### src/rtl/pc_stack_pkg.sv
// Shared definitions for the program counter with return-address stack:
// default geometry and the per-cycle command priority encoding.
package pc_stack_pkg;

  localparam int DEF_AW    = 12;
  localparam int DEF_DEPTH = 4;

  typedef enum logic [2:0] {
    CMD_HOLD = 3'd0,
    CMD_INC  = 3'd1,
    CMD_LOAD = 3'd2,
    CMD_RET  = 3'd3,
    CMD_CALL = 3'd4
  } cmd_e;

  // Priority: call > ret > load > enabled > hold; losers are silently dropped.
  function automatic cmd_e decode_cmd(input logic call, input logic ret,
                                      input logic load, input logic enabled);
    cmd_e c;
    if (call)         c = CMD_CALL;
    else if (ret)     c = CMD_RET;
    else if (load)    c = CMD_LOAD;
    else if (enabled) c = CMD_INC;
    else              c = CMD_HOLD;
    return c;
  endfunction

endpackage

### src/rtl/pc_stack_if.sv
// Command/status bundle between Decode (master) and the program counter (slave).
interface pc_stack_if
  import pc_stack_pkg::*;
#(
  parameter int AW    = DEF_AW,
  parameter int DEPTH = DEF_DEPTH,
  parameter int SPW   = $clog2(DEPTH + 1)
);
  // No valid/ready handshake: every command input is a level sampled on each
  // rising clock edge, always accepted, and its effect is visible one cycle later.
  logic            enabled;
  logic            load;
  logic            call;
  logic            ret;
  logic            clr_err;
  logic [AW-1:0]   D;
  logic [AW-1:0]   Q;
  logic [SPW-1:0]  sp;
  logic            stack_empty;
  logic            stack_full;
  logic            overflow;
  logic            underflow;

  modport master (
    output enabled, load, call, ret, clr_err, D,
    input  Q, sp, stack_empty, stack_full, overflow, underflow
  );

  modport slave (
    input  enabled, load, call, ret, clr_err, D,
    output Q, sp, stack_empty, stack_full, overflow, underflow
  );
endinterface

### src/rtl/pc_lifo.sv
// DEPTH x AW return-address register file with occupancy counter.
// Push-when-full and pop-when-empty change nothing and raise an error strobe.
module pc_lifo
  import pc_stack_pkg::*;
#(
  parameter int AW    = DEF_AW,
  parameter int DEPTH = DEF_DEPTH,
  parameter int SPW   = $clog2(DEPTH + 1)
) (
  input  logic           clk_i,
  input  logic           rst_ni,
  input  logic           push_i,
  input  logic           pop_i,
  input  logic [AW-1:0]  push_data_i,
  output logic [AW-1:0]  top_o,
  output logic [SPW-1:0] sp_o,
  output logic           full_o,
  output logic           empty_o,
  output logic           push_err_o,
  output logic           pop_err_o
);
  localparam int IW = $clog2(DEPTH);

  logic [AW-1:0]  mem_q [DEPTH];
  logic [SPW-1:0] sp_q, sp_d;
  logic [IW-1:0]  wr_idx, rd_idx;

  assign full_o  = (sp_q == SPW'(DEPTH));
  assign empty_o = (sp_q == '0);
  assign sp_o    = sp_q;

  // Push wins over a simultaneous pop, matching the call > ret priority.
  assign push_err_o = push_i & full_o;
  assign pop_err_o  = pop_i & ~push_i & empty_o;

  assign wr_idx = sp_q[IW-1:0];
  assign rd_idx = IW'(sp_q - SPW'(1));
  assign top_o  = mem_q[rd_idx];

  always_comb begin
    sp_d = sp_q;
    if (push_i) begin
      if (!full_o) sp_d = sp_q + SPW'(1);
    end else if (pop_i && !empty_o) begin
      sp_d = sp_q - SPW'(1);
    end
  end

  always_ff @(posedge clk_i or negedge rst_ni) begin
    if (!rst_ni) begin
      sp_q <= '0;
      for (int i = 0; i < DEPTH; i++) mem_q[i] <= '0;
    end else begin
      sp_q <= sp_d;
      if (push_i && !full_o) mem_q[wr_idx] <= push_data_i;
    end
  end

endmodule

### src/rtl/pc_stack.sv
// Program counter with reset/load/increment plus CALL/RET through a
// return-address stack, reporting depth and sticky overflow/underflow.
module pc_stack
  import pc_stack_pkg::*;
#(
  parameter int AW    = DEF_AW,
  parameter int DEPTH = DEF_DEPTH,
  parameter int SPW   = $clog2(DEPTH + 1)
) (
  input  logic       clock,
  input  logic       reset,
  pc_stack_if.slave  bus
);
  cmd_e           cmd;
  logic [AW-1:0]  q_q, q_d;
  logic [AW-1:0]  q_inc;
  logic           overflow_q, overflow_d;
  logic           underflow_q, underflow_d;
  logic [AW-1:0]  top;
  logic [SPW-1:0] sp;
  logic           full, empty;
  logic           push_err, pop_err;

  assign cmd   = decode_cmd(bus.call, bus.ret, bus.load, bus.enabled);
  // Natural AW-bit wrap serves both increment and the pushed return address.
  assign q_inc = q_q + AW'(1);

  pc_lifo #(
    .AW    (AW),
    .DEPTH (DEPTH),
    .SPW   (SPW)
  ) u_lifo (
    .clk_i       (clock),
    .rst_ni      (reset),
    .push_i      (cmd == CMD_CALL),
    .pop_i       (cmd == CMD_RET),
    .push_data_i (q_inc),
    .top_o       (top),
    .sp_o        (sp),
    .full_o      (full),
    .empty_o     (empty),
    .push_err_o  (push_err),
    .pop_err_o   (pop_err)
  );

  always_comb begin
    q_d = q_q;
    unique case (cmd)
      CMD_CALL: q_d = bus.D;
      CMD_RET:  q_d = empty ? q_q : top;
      CMD_LOAD: q_d = bus.D;
      CMD_INC:  q_d = q_inc;
      default:  q_d = q_q;
    endcase
  end

  // A new error event outranks clr_err in the same cycle.
  always_comb begin
    overflow_d  = bus.clr_err ? 1'b0 : overflow_q;
    underflow_d = bus.clr_err ? 1'b0 : underflow_q;
    if (push_err) overflow_d  = 1'b1;
    if (pop_err)  underflow_d = 1'b1;
  end

  always_ff @(posedge clock or negedge reset) begin
    if (!reset) begin
      q_q         <= '0;
      overflow_q  <= 1'b0;
      underflow_q <= 1'b0;
    end else begin
      q_q         <= q_d;
      overflow_q  <= overflow_d;
      underflow_q <= underflow_d;
    end
  end

  assign bus.Q           = q_q;
  assign bus.sp          = sp;
  assign bus.stack_empty = empty;
  assign bus.stack_full  = full;
  assign bus.overflow    = overflow_q;
  assign bus.underflow   = underflow_q;

endmodule

### src/flat_wrapper.sv
// flat-port wrapper written by rule: the top's interface ports become plain ports
module pc_stack_flat import pc_stack_pkg::*;
#(
  parameter int AW    = DEF_AW,
  parameter int DEPTH = DEF_DEPTH,
  parameter int SPW   = $clog2(DEPTH + 1)
)
  (clock, reset, bus_enabled, bus_load, bus_call, bus_ret, bus_clr_err, bus_D, bus_Q, bus_sp, bus_stack_empty, bus_stack_full, bus_overflow, bus_underflow);
  pc_stack_if #(.AW(AW), .DEPTH(DEPTH), .SPW(SPW)) bus_i ();
  input  logic clock;
  input  logic reset;
  input wire logic [$bits(bus_i.enabled)-1:0] bus_enabled;
  input wire logic [$bits(bus_i.load)-1:0] bus_load;
  input wire logic [$bits(bus_i.call)-1:0] bus_call;
  input wire logic [$bits(bus_i.ret)-1:0] bus_ret;
  input wire logic [$bits(bus_i.clr_err)-1:0] bus_clr_err;
  input wire logic [$bits(bus_i.D)-1:0] bus_D;
  output wire logic [$bits(bus_i.Q)-1:0] bus_Q;
  output wire logic [$bits(bus_i.sp)-1:0] bus_sp;
  output wire logic [$bits(bus_i.stack_empty)-1:0] bus_stack_empty;
  output wire logic [$bits(bus_i.stack_full)-1:0] bus_stack_full;
  output wire logic [$bits(bus_i.overflow)-1:0] bus_overflow;
  output wire logic [$bits(bus_i.underflow)-1:0] bus_underflow;
  assign bus_i.enabled = bus_enabled;
  assign bus_i.load = bus_load;
  assign bus_i.call = bus_call;
  assign bus_i.ret = bus_ret;
  assign bus_i.clr_err = bus_clr_err;
  assign bus_i.D = bus_D;
  assign bus_Q = bus_i.Q;
  assign bus_sp = bus_i.sp;
  assign bus_stack_empty = bus_i.stack_empty;
  assign bus_stack_full = bus_i.stack_full;
  assign bus_overflow = bus_i.overflow;
  assign bus_underflow = bus_i.underflow;
  pc_stack #(.AW(AW), .DEPTH(DEPTH), .SPW(SPW)) u_core (.clock(clock), .reset(reset), .bus(bus_i));
endmodule
### config.mk
export PLATFORM = sky130hd
export DESIGN_NAME = pc_stack_flat
export DESIGN_NICKNAME = d
export VERILOG_FILES = /design/src/rtl/pc_stack_pkg.sv /design/src/rtl/pc_stack_if.sv /design/src/rtl/pc_lifo.sv /design/src/rtl/pc_stack.sv /design/src/flat_wrapper.sv
export SDC_FILE = /design/constraint.sdc
export NUM_CORES = 1
export LEC_CHECK = 0
export ABC_AREA = 1
export BUFFER_PORTS_ARGS = -buffer_cell sky130_fd_sc_hd__buf_2
export CAP_MARGIN = 20
export CORE_UTILIZATION = 59
export DETAILED_ROUTE_END_ITERATION = 12
export PLACE_DENSITY = 0.83
export SETUP_SLACK_MARGIN = 0.5
export SLEW_MARGIN = 20
export SYNTH_ARGS = -nofsm -noshare
export SYNTH_HDL_FRONTEND = slang
export SYNTH_HIERARCHICAL = 1
export SYNTH_SLANG_ARGS = --single-unit
export TNS_END_PERCENT = 100
### constraint.sdc
create_clock -name clock -period 2.7 [get_ports clock]
set_input_delay 0.135 -clock clock [delete_from_list [all_inputs] [get_ports clock]]
set_output_delay 0.135 -clock clock [all_outputs]
set_load 0.05 [all_outputs]
# Word level (Yosys, flattened, before mapping)
# Cells that the tools add are included.
# W data, S select, Z words.
dict set report totals {
  register_bits 65
  inputBits 19
  out_inout_bits 19
  elab_cells 58
}
dict set report op_classes {
  add_sub_neg 3
  n_lt_le_gt_ge 3
  n_eq_ne 7
  mux 18
  bitwise_logic 6
  reduce_logical 13
}
# operator count
set ops {}
lappend ops {{$bwmux W48} 1}
lappend ops {{$mux W12} 4}
lappend ops {{$pmux W12 S3} 1}
lappend ops {{$bmux W12 S2} 1}
lappend ops {{$demux W12 S2} 1}
lappend ops {{$mux W3} 6}
lappend ops {{$add A12 B1 Y12 const B} 1}
lappend ops {{$eq A3 B2 Y1 const B} 2}
lappend ops {{$eq A3 B3 Y1 const B} 2}
lappend ops {{$ge A3 B3 Y1 const B} 2}
lappend ops {{$not A2 Y3} 2}
lappend ops {{$reduce_bool A2 Y1} 3}
lappend ops {{$mux W1} 4}
lappend ops {{$ne A2 B2 Y1 const B} 2}
lappend ops {{$reduce_and A2 Y1} 2}
lappend ops {{$add A3 B1 Y3 const B} 1}
lappend ops {{$and A1 B1 Y1} 3}
lappend ops {{$eq A3 B1 Y1 const B} 1}
lappend ops {{$logic_and A1 B1 Y1} 3}
lappend ops {{$logic_not A3 Y1} 1}
lappend ops {{$lt A3 B1 Y1 const B} 1}
lappend ops {{$reduce_bool A3 Y1} 1}
lappend ops {{$sub A3 B1 Y3 const B} 1}
lappend ops {{$logic_not A1 Y1} 2}
lappend ops {{other kinds (2)} 2}

# Logic depth before layout (Yosys ltp)
# Gate-level depths: netlist of run 1.
dict set report logic_depth {
  ltp_word 9
  depth_mapped 12
  ltp_nobuf 10
}

# Cells and area by module
# Netlist of run 1, hierarchy kept.
# module n_inst cells_each area_per_inst_um2 seq_area_each_um2
set by_module_without_submodules {}
lappend by_module_without_submodules {pc_lifo 1 279 2519.9 1276.2}
lappend by_module_without_submodules {pc_stack 1 201 1212.4 350.3}

# Least setup slack after synthesis of run 1
# Ideal clock, no wire load.
dict set report synth_timing {
  path_type {flip-flop to flip-flop}
  startpoint {register u_core.u_lifo.sp_q[0], in the netlist u_core/u_lifo/sp_o[0]}
  endpoint {register u_core.q_q[8], in the netlist u_core/bus.Q[8]}
  setup_time_ps 119
  arrival_ps 2310
  required_ps 2581
  path_slack_ps 271
  path_stages_with_launch 13
  n_path_buf 2
  period_less_slack_ps 2429
  cell_sequence {dfrtp_1 > inv_1 > buf_2 > ha_1 > nand2_1 > inv_1 > nand2_2 > nand2_2 > inv_2 > buf_6 > nand3_1 > nor2_1 > nor2_2}
}
dict set report synth_via {
  elab_chain_cells 7
}
# element line_no
set synth_lines {}
lappend synth_lines {{from (decl)} pc_lifo.sv:25} ;# logic [SPW-1:0] sp_q, sp_d;
lappend synth_lines {{from (signal assigned)} pc_lifo.sv:54} ;# sp_q <= sp_d;
lappend synth_lines {{$sub A3 B1 Y3} -}
lappend synth_lines {{via u_core.u_lifo.rd_idx[0]} pc_lifo.sv:26} ;# logic [IW-1:0] wr_idx, rd_idx;
lappend synth_lines {{$not A2 Y3 (not written as such)} pc_lifo.sv:38} ;# assign top_o = mem_q[rd_idx];
lappend synth_lines {{$bmux W12 S2} pc_lifo.sv:38}
lappend synth_lines {{$mux W12 (not written as such) (2 in a row)} pc_lifo.sv:38}
lappend synth_lines {{$mux W12} pc_stack.sv:50} ;# CMD_RET: q_d = empty ? q_q : top;
lappend synth_lines {{$pmux W12 S3} pc_stack.sv:48} ;# unique case (cmd)
lappend synth_lines {{to (signal assigned)} pc_stack.sv:71} ;# q_q <= q_d;
lappend synth_lines {{to (decl)} pc_stack.sv:15} ;# logic [AW-1:0] q_q, q_d;
# The timed path passes the listed nets, and every way through them passes these cells. The select of a mux whose other input is x is not followed.
# A chain may end at the register's enable or synchronous reset.

# Worst setup path after layout of run 1
dict set report layout_timing {
  startpoint {register u_core.u_lifo.sp_q[1], in the netlist u_core/u_lifo/sp_o[1]}
  endpoint {register u_core.q_q[1], in the netlist u_core/bus.Q[1]}
}
dict set report layout_via {
  elab_chain_cells 7
}
# element line_no
set layout_lines {}
lappend layout_lines {{$sub A3 B1 Y3} -}
lappend layout_lines {{$not A2 Y3 (not written as such)} pc_lifo.sv:38}
lappend layout_lines {{$bmux W12 S2} pc_lifo.sv:38}
lappend layout_lines {{$mux W12 (not written as such) (2 in a row)} pc_lifo.sv:38}
lappend layout_lines {{via u_core.top[1]} pc_stack.sv:19} ;# logic [AW-1:0] top;
lappend layout_lines {{$mux W12} pc_stack.sv:50}
lappend layout_lines {{$pmux W12 S3} pc_stack.sv:48}
# The timed path passes the listed nets, and every way through them passes these cells. The select of a mux whose other input is x is not followed.

==> results of run 1 <==
==> metrics by stage <==
step           area (um2)  hold slack, ns  setup WS, ns  utilization, %  instances
6_report             4140          0.0890         0.758            68.7        594
5_1_grt              4140           0.119         0.530            68.7        594
4_1_cts              4140          0.0949         0.795            68.7        594
3_5_place_dp         3880           0.343         0.815            64.4        577
3_3_place_gp         3880           0.337         0.912            64.4        577
2_1_floorplan        3740          -0.161         0.515               -        480
==> flip-flops by register name, indices dropped and copies added (netlist names) <==
name and cells:
u_core/bus.underflow 1, u_core/u_lifo/mem_q 48, u_core/bus.Q 12, u_core/u_lifo/sp_o 3
u_core/bus.overflow 1
==> where the power goes <==
group	internal (mW)	switching [mW]
combinational	0.870	2.00
clock	0.633	0.382
sequential	1.41	0.319
==> layer usage <==
layer	vias up	GRT usage, %
li1	1607	-
met1	1594	37.2
met2	109	46.0
met3	18	4.78
met4	0	12.5
met5	-	0
==> cells in the mapped netlist (all sizes together) <==
cell type / instances / share of area [%]
a21oi: 5 / 1.1
clkbuf: 4 / 0.40
inv: 60 / 6.2
xnor2: 1 / 0.23
xor2: 1 / 0.23
nand2: 115 / 13
ha: 6 / 2.0
nand4: 3 / 0.50
buf: 15 / 4.1
and2: 5 / 0.84
dfrtp: 65 / 44
nor2: 68 / 7.2
o21ai: 80 / 13
nand3: 38 / 5.2
o22ai: 12 / 2.0
o21bai: 2 / 0.40
==> logic make-up after synthesis <==
family	synth area share, %
fa+ha+maj	2.01
xor+xnor	0.469
simple gates	26.5
flops	43.6
buf+inv	10.7
compound gates	16.7
==> worst paths after layout <==
| check | startpoint | end | slack, ns |
|---|---|---|---|
| worst min register to register | u_core/u_lifo/mem_q[13] | u_core/u_lifo/mem_q[13] | 0.48 |
| max in group asynchronous | reset | u_core/u_lifo/sp_o[0] | 1.64 |
| worst min-delay path | bus_D[3] | u_core/bus.Q[3] | 0.09 |
| min in group asynchronous | reset | u_core/u_lifo/sp_o[2] | 0.50 |
| worst max register to register | u_core/u_lifo/sp_o[1] | u_core/bus.Q[1] | 0.76 |
| worst max-delay path | u_core/u_lifo/sp_o[1] | u_core/bus.Q[1] | 0.76 |
==> layout by cell type, fill, tap and decap left out, types with 4 or more instances in the layout <==
cell	instances
o21ai_2	25
nand2_1	106
inv_2	5
o21ai_1	28
ha_1	6
and2_1	5
nand2_2	4
nand3_1	37
nor2_1	65
inv_1	53
buf_2	37
clkbuf_8	10
dfrtp_1	64
o22ai_1	12
buf_4	4
o21ai_0	27
nand2_4	5
==> critical path: cells and delay by family (launching register included) <==
kind	cells	cell delay, ns
and+or+nand+nor	2	0.24
adders and majority gates	1	0.34
DFF	1	0.43
buffers and inverters	3	0.46
AOI/OAI and AO/OA	3	0.42
==> repair_timing <==
item | in CTS | in global routing
hold buffers | 2 | 0
hold endpoints to repair | 5 | 0
setup buffers | 0 | 0
setup endpoints to repair | 0 | 0
==> layout make-up <==
cell class / count / area, um2
Fill cell: 497 / 1880
Multi-Input combinational cell: 336 / 1710
Sequential cell: 65 / 1630
Timing Repair Buffer: 43 / 235
Inverter: 60 / 234
Clock buffer: 10 / 138
Clock inverter: 5 / 104
Tap cell: 75 / 93.8
==> flow_metrics.env, run 1 <==
export IMPL_status="finished clean"
export IMPL_syn2layout_area_growth_pct=11.0
export IMPL_grt_pass1_wl_um=13900
export IMPL_synth_area_per_cell_um2=7.78
export IMPL_cts_sinks=65
export IMPL_via_count=3328
export IMPL_p_leak_nw=2.14
export IMPL_grt_overflow=0
export IMPL_clk_pin_slew_ns=0.08
export IMPL_initial_core_util_pct=61.9
export IMPL_routed_wl_met2_um=4250
export IMPL_place_hpwl_um=5840
export IMPL_route_detailed_wl_per_inst_um=14.6
export IMPL_m1WireLength_um=3830
export IMPL_drive_gt1_share_pct=20.0
export IMPL_root_buffer="clkbuf_8"
export IMPL_viasPerCell=5.60
export IMPL_rsz0062_at_grt="no"
export IMPL_clock_path_buffers=2
export IMPL_clkLatencyLatePin_ns=0.36
export IMPL_routabilityCongestion=0.818
export IMPL_synth_area_mm2=0.00373
export IMPL_finalClockSkew_ns=0.0141
export IMPL_core_rowCount=28
export IMPL_core_mm2=0.00603
export IMPL_ys_ff_latch=65
export IMPL_cts_made_buffers=9
export IMPL_top_layer_used="met4"
export IMPL_required_ns=3.00
export IMPL_fin_crit_ns=1.94
export IMPL_crit_path_start_kind="register"
export IMPL_syn_instance_count=480
export IMPL_end_kind="register"
export IMPL_tns_ns=0
export IMPL_crit_slowest_cell="dfrtp_1"
export IMPL_ys_types=30
export IMPL_crit_chain="inv_1 > ha_1 > inv_1 > o21ai_0 > o22ai_1 > nand3_1 > nand3_1 > o21ai_1 > inv_1"
export IMPL_worst_slew_pin_slew_ns=0.829
export IMPL_power_density_mw_per_mm2=1360
export IMPL_slowest_delay_ns=0.43
export IMPL_track_usage_pct=28.3
export IMPL_die_area_mm2=0.00665
export IMPL_critPathMostFrequentCell="inv_1"
export IMPL_die_h_um=81.5
export IMPL_setup_violations=0
export IMPL_antennaDiodeCount=0
export IMPL_max_cap_viol_count=0
export IMPL_slew_violations=0
export IMPL_final_period_utilization_pct=71.9
export IMPL_slew_headroom_pct=44.8
export IMPL_htreeDepth=3
export IMPL_r2r_cells=9
export IMPL_yosysWarnings=6
export IMPL_wl_met3_um=425
export IMPL_hold_path_class="in -> reg"
export IMPL_port_buffers=37
export IMPL_antenna_found_initial=0
export IMPL_drtAntennaViolNets=0
export IMPL_finalHoldViolCount=0
export IMPL_clock_fmax_mhz=515
export IMPL_cts_resized=0
export IMPL_ir_drop_mv=0.812
export IMPL_worstSetupPathType="reg -> reg"
export IMPL_min_path_cells=5
export IMPL_grt_max_degree=66
export IMPL_drt_iter0_drc=304
export IMPL_crit_fanout=12
export IMPL_ys_seq_area_share_pct=43.6
export IMPL_total_power_mw=5.61
export IMPL_die_w_um=81.5
export IMPL_drcViolationCount=0
export IMPL_layout_nets=540
export IMPL_cp_arrival_ns=2.24
export IMPL_routed_wl_um=8660
export IMPL_syn_nets=505
export IMPL_num_io_pins=38
export IMPL_cts_tree="done"
export IMPL_grt_pass1_vias=2990
export IMPL_first_pass_iters=5
Power figures use the tool's default switching activity.
==> run 2, diff against run 1 <==
==> constraint.sdc (replaced) <==
create_clock -name clock -period 1.9 [get_ports clock]
set_input_delay 0.095 -clock clock [delete_from_list [all_inputs] [get_ports clock]]
set_output_delay 0.095 -clock clock [all_outputs]
set_load 0.05 [all_outputs]
==> run 2 against run 1 <==
Net effect:
- fmax rose by 18%
- via count rose by 4.9%
- power rose by 56%
- setup slack got worse by 0.50 ns
- largest cell class unchanged
- highest routed layer unchanged
==> flow_metrics.env, run 2 (synthesized netlist as in run 1, its figures left out) <==
export IMPL_status="finished clean"
export IMPL_reg2reg_to="u_core/bus.Q[1]"
export IMPL_grt_overflow=0
export IMPL_htreeDepth=3
export IMPL_power_density_mw_per_mm2=1980
export IMPL_clock_fmax_mhz=609
export IMPL_largest_register_ff_count=48
export IMPL_finalClockSkew_ns=0.0124
export IMPL_layout_setup_ws_ns=0.258
export IMPL_regMostFlops="u_core/u_lifo/mem_q"
export IMPL_slew_violations=0
export IMPL_r2r_start="u_core/u_lifo/sp_o[0]"
export IMPL_max_cap_viol_count=0
export IMPL_cp_arrival_ns=1.93
export IMPL_die_area_mm2=0.00665
export IMPL_clock_path_buffers=2
export IMPL_worst_slew_pin_slew_ns=0.488
export IMPL_combinationalPowerShare_pct=59.4
export IMPL_die_h_um=81.5
export IMPL_grt_max_degree=38
export IMPL_r2r_cells=10
export IMPL_clk_pin_slew_ns=0.08
export IMPL_initial_core_util_pct=61.9
export IMPL_worstSetupPathType="reg -> reg"
export IMPL_routed_wl_um=9530
export IMPL_fin_crit_ns=1.64
export IMPL_crit_chain="inv_2 > ha_4 > buf_8 > buf_8 > o21ai_2 > o22ai_1 > nand3_1 > nand3_1 > o21ai_1 > inv_1"
export IMPL_startpoint="u_core/u_lifo/sp_o[0]"
export IMPL_die_w_um=81.5
export IMPL_crit_fanout=8
export IMPL_end_kind="register"
export IMPL_final_cells=609
export IMPL_root_buffer="clkbuf_8"
export IMPL_drt_iter0_drc=290
export IMPL_antennaDiodeCount=0
export IMPL_place_worst_setup_slack_ns=0.0877
export IMPL_core_mm2=0.00603
export IMPL_dp_cells=579
export IMPL_crit_slowest_cell="dfrtp_2"
export IMPL_tns_ns=0
export IMPL_seqPwrFrac_pct=28.4
export IMPL_route_detailed_wl_per_inst_um=15.6
export IMPL_drtAntennaViolNets=0
export IMPL_slew_headroom_pct=67.4
export IMPL_final_period_utilization_pct=86.4
export IMPL_drcViolationCount=0
export IMPL_clkLatencyLatePin_ns=0.35
export IMPL_cts_made_buffers=9
export IMPL_via_count=3490
export IMPL_ir_drop_mv=1.28
export IMPL_rsz0062_at_grt="yes"
export IMPL_track_usage_pct=29.6
export IMPL_switching_share_pct=49.9
export IMPL_internal_power_mw=4.40
export IMPL_first_pass_iters=9
export IMPL_p_leak_nw=2.20
export IMPL_viasPerCell=5.73
export IMPL_clkPwrFrac_pct=12.2
export IMPL_place_hpwl_um=5900
export IMPL_port_buffers=37
export IMPL_syn2layout_area_growth_pct=19.1
export IMPL_antenna_found_initial=0
export IMPL_grt_pass1_vias=3153
export IMPL_power_switching_mw=4.38
export IMPL_final_common_cell="nand2_1"
export IMPL_hold_path_class="in -> reg"
export IMPL_grt_pass1_wl_um=14500
export IMPL_setup_violations=0
export IMPL_crit_path_end="u_core/bus.Q[1]"
export IMPL_routabilityCongestion=0.868
export IMPL_num_io_pins=38
export IMPL_r2r_slack_ns=0.26
export IMPL_final_cell_mix="nand2_1, nor2_1, dfrtp_1, inv_1, nand3_1"
export IMPL_cts_sinks=65
export IMPL_slowest_delay_ns=0.38
export IMPL_whs_ns=0.0709
export IMPL_layout_nets=554
export IMPL_required_ns=2.19
export IMPL_finalHoldViolCount=0
export IMPL_drive_gt1_share_pct=29.6
export IMPL_core_rowCount=28
export IMPL_finish_utilization_pct=73.8
export IMPL_crit_path_start_kind="register"
export IMPL_cts_tree="done"
[run 2: cell count changes in the layout (fill, tap and decap cells not counted), moves of 6 or more]
| cell | delta |
|---|---|
| clkinvlp_4 | +7 |
| o21ai_0 | -15 |
| o21ai_2 | +10 |
| inv_1 | -7 |
| buf_6 | +6 |
[run 2: metal layers]
layer  part of all wire [%]  track usage, %  vias to the layer above
met5                      0               0                        -
met4                    3.1            13.2                        0
met3                    6.2            6.89                       29
met2                     50            48.6                      155
met1                     41            37.2                     1659
li1                       -               -                     1647
[run 2: area by class of cell]
type                            count  area [um2]
Timing Repair inverter              1        7.51
Tap cell                           75        93.8
Sequential cell                    65        1630
Inverter                           60         249
Fill cell                         427        1580
Clock buffer                       10         138
Clock inverter                      6        43.8
Timing Repair Buffer               56         405
Multi-Input combinational cell    336        1870
[run 2: metrics by stage]
stage               cell area (um2)  power, mW
CTS                            4330       8.33
floorplan                      3780       5.72
detailed placement             3940       6.57
global placement               3940       6.44
global route                   4440       9.31
finish                         4440       8.78
[run 2: worst max-delay path, delay by kind of cell, from the launching register on]
family,cells,cell delay [ns]
simple gates,2,0.20
compound gates,3,0.31
buf+inv,4,0.39
fa+ha+maj,1,0.29
flops,1,0.38
[run 2: timing repair]
item / CTS / global route
hold buffers: 2 / 0
endpoints found under the hold margin: 19 / 0
cloned: 1 / 0
setup endpoints to repair: 64 / 65
pin swaps: 25 / 20
resized for setup: 42 / 33
setup buffers: 9 / 2
[run 2: how the worst min path moves through the flow]
stage                     slack (ns)      from               endpoint  cells after the start
after global placement          0.08     reset  u_core/u_lifo/sp_o[2]                      1
final                           0.07  bus_D[3]        u_core/bus.Q[3]                      5
after global routing            0.08  bus_D[3]        u_core/bus.Q[3]                      5
after detailed placement        0.09     reset  u_core/u_lifo/sp_o[2]                      1
after floorplan                -0.20     reset        u_core/bus.Q[0]                      0
after CTS                       0.05  bus_D[3]        u_core/bus.Q[3]                      5
[run 2: power groups by stage]
stage / Clock (mW) / Sequential [mW] / Combinational (mW)
after floorplan: 0 / 2.94 / 2.77
after global routing: 1.14 / 2.56 / 5.61
final: 1.07 / 2.50 / 5.22
after CTS: 1.09 / 2.46 / 4.78
after global placement: 0 / 2.44 / 4.00
after detailed placement: 0 / 2.47 / 4.10
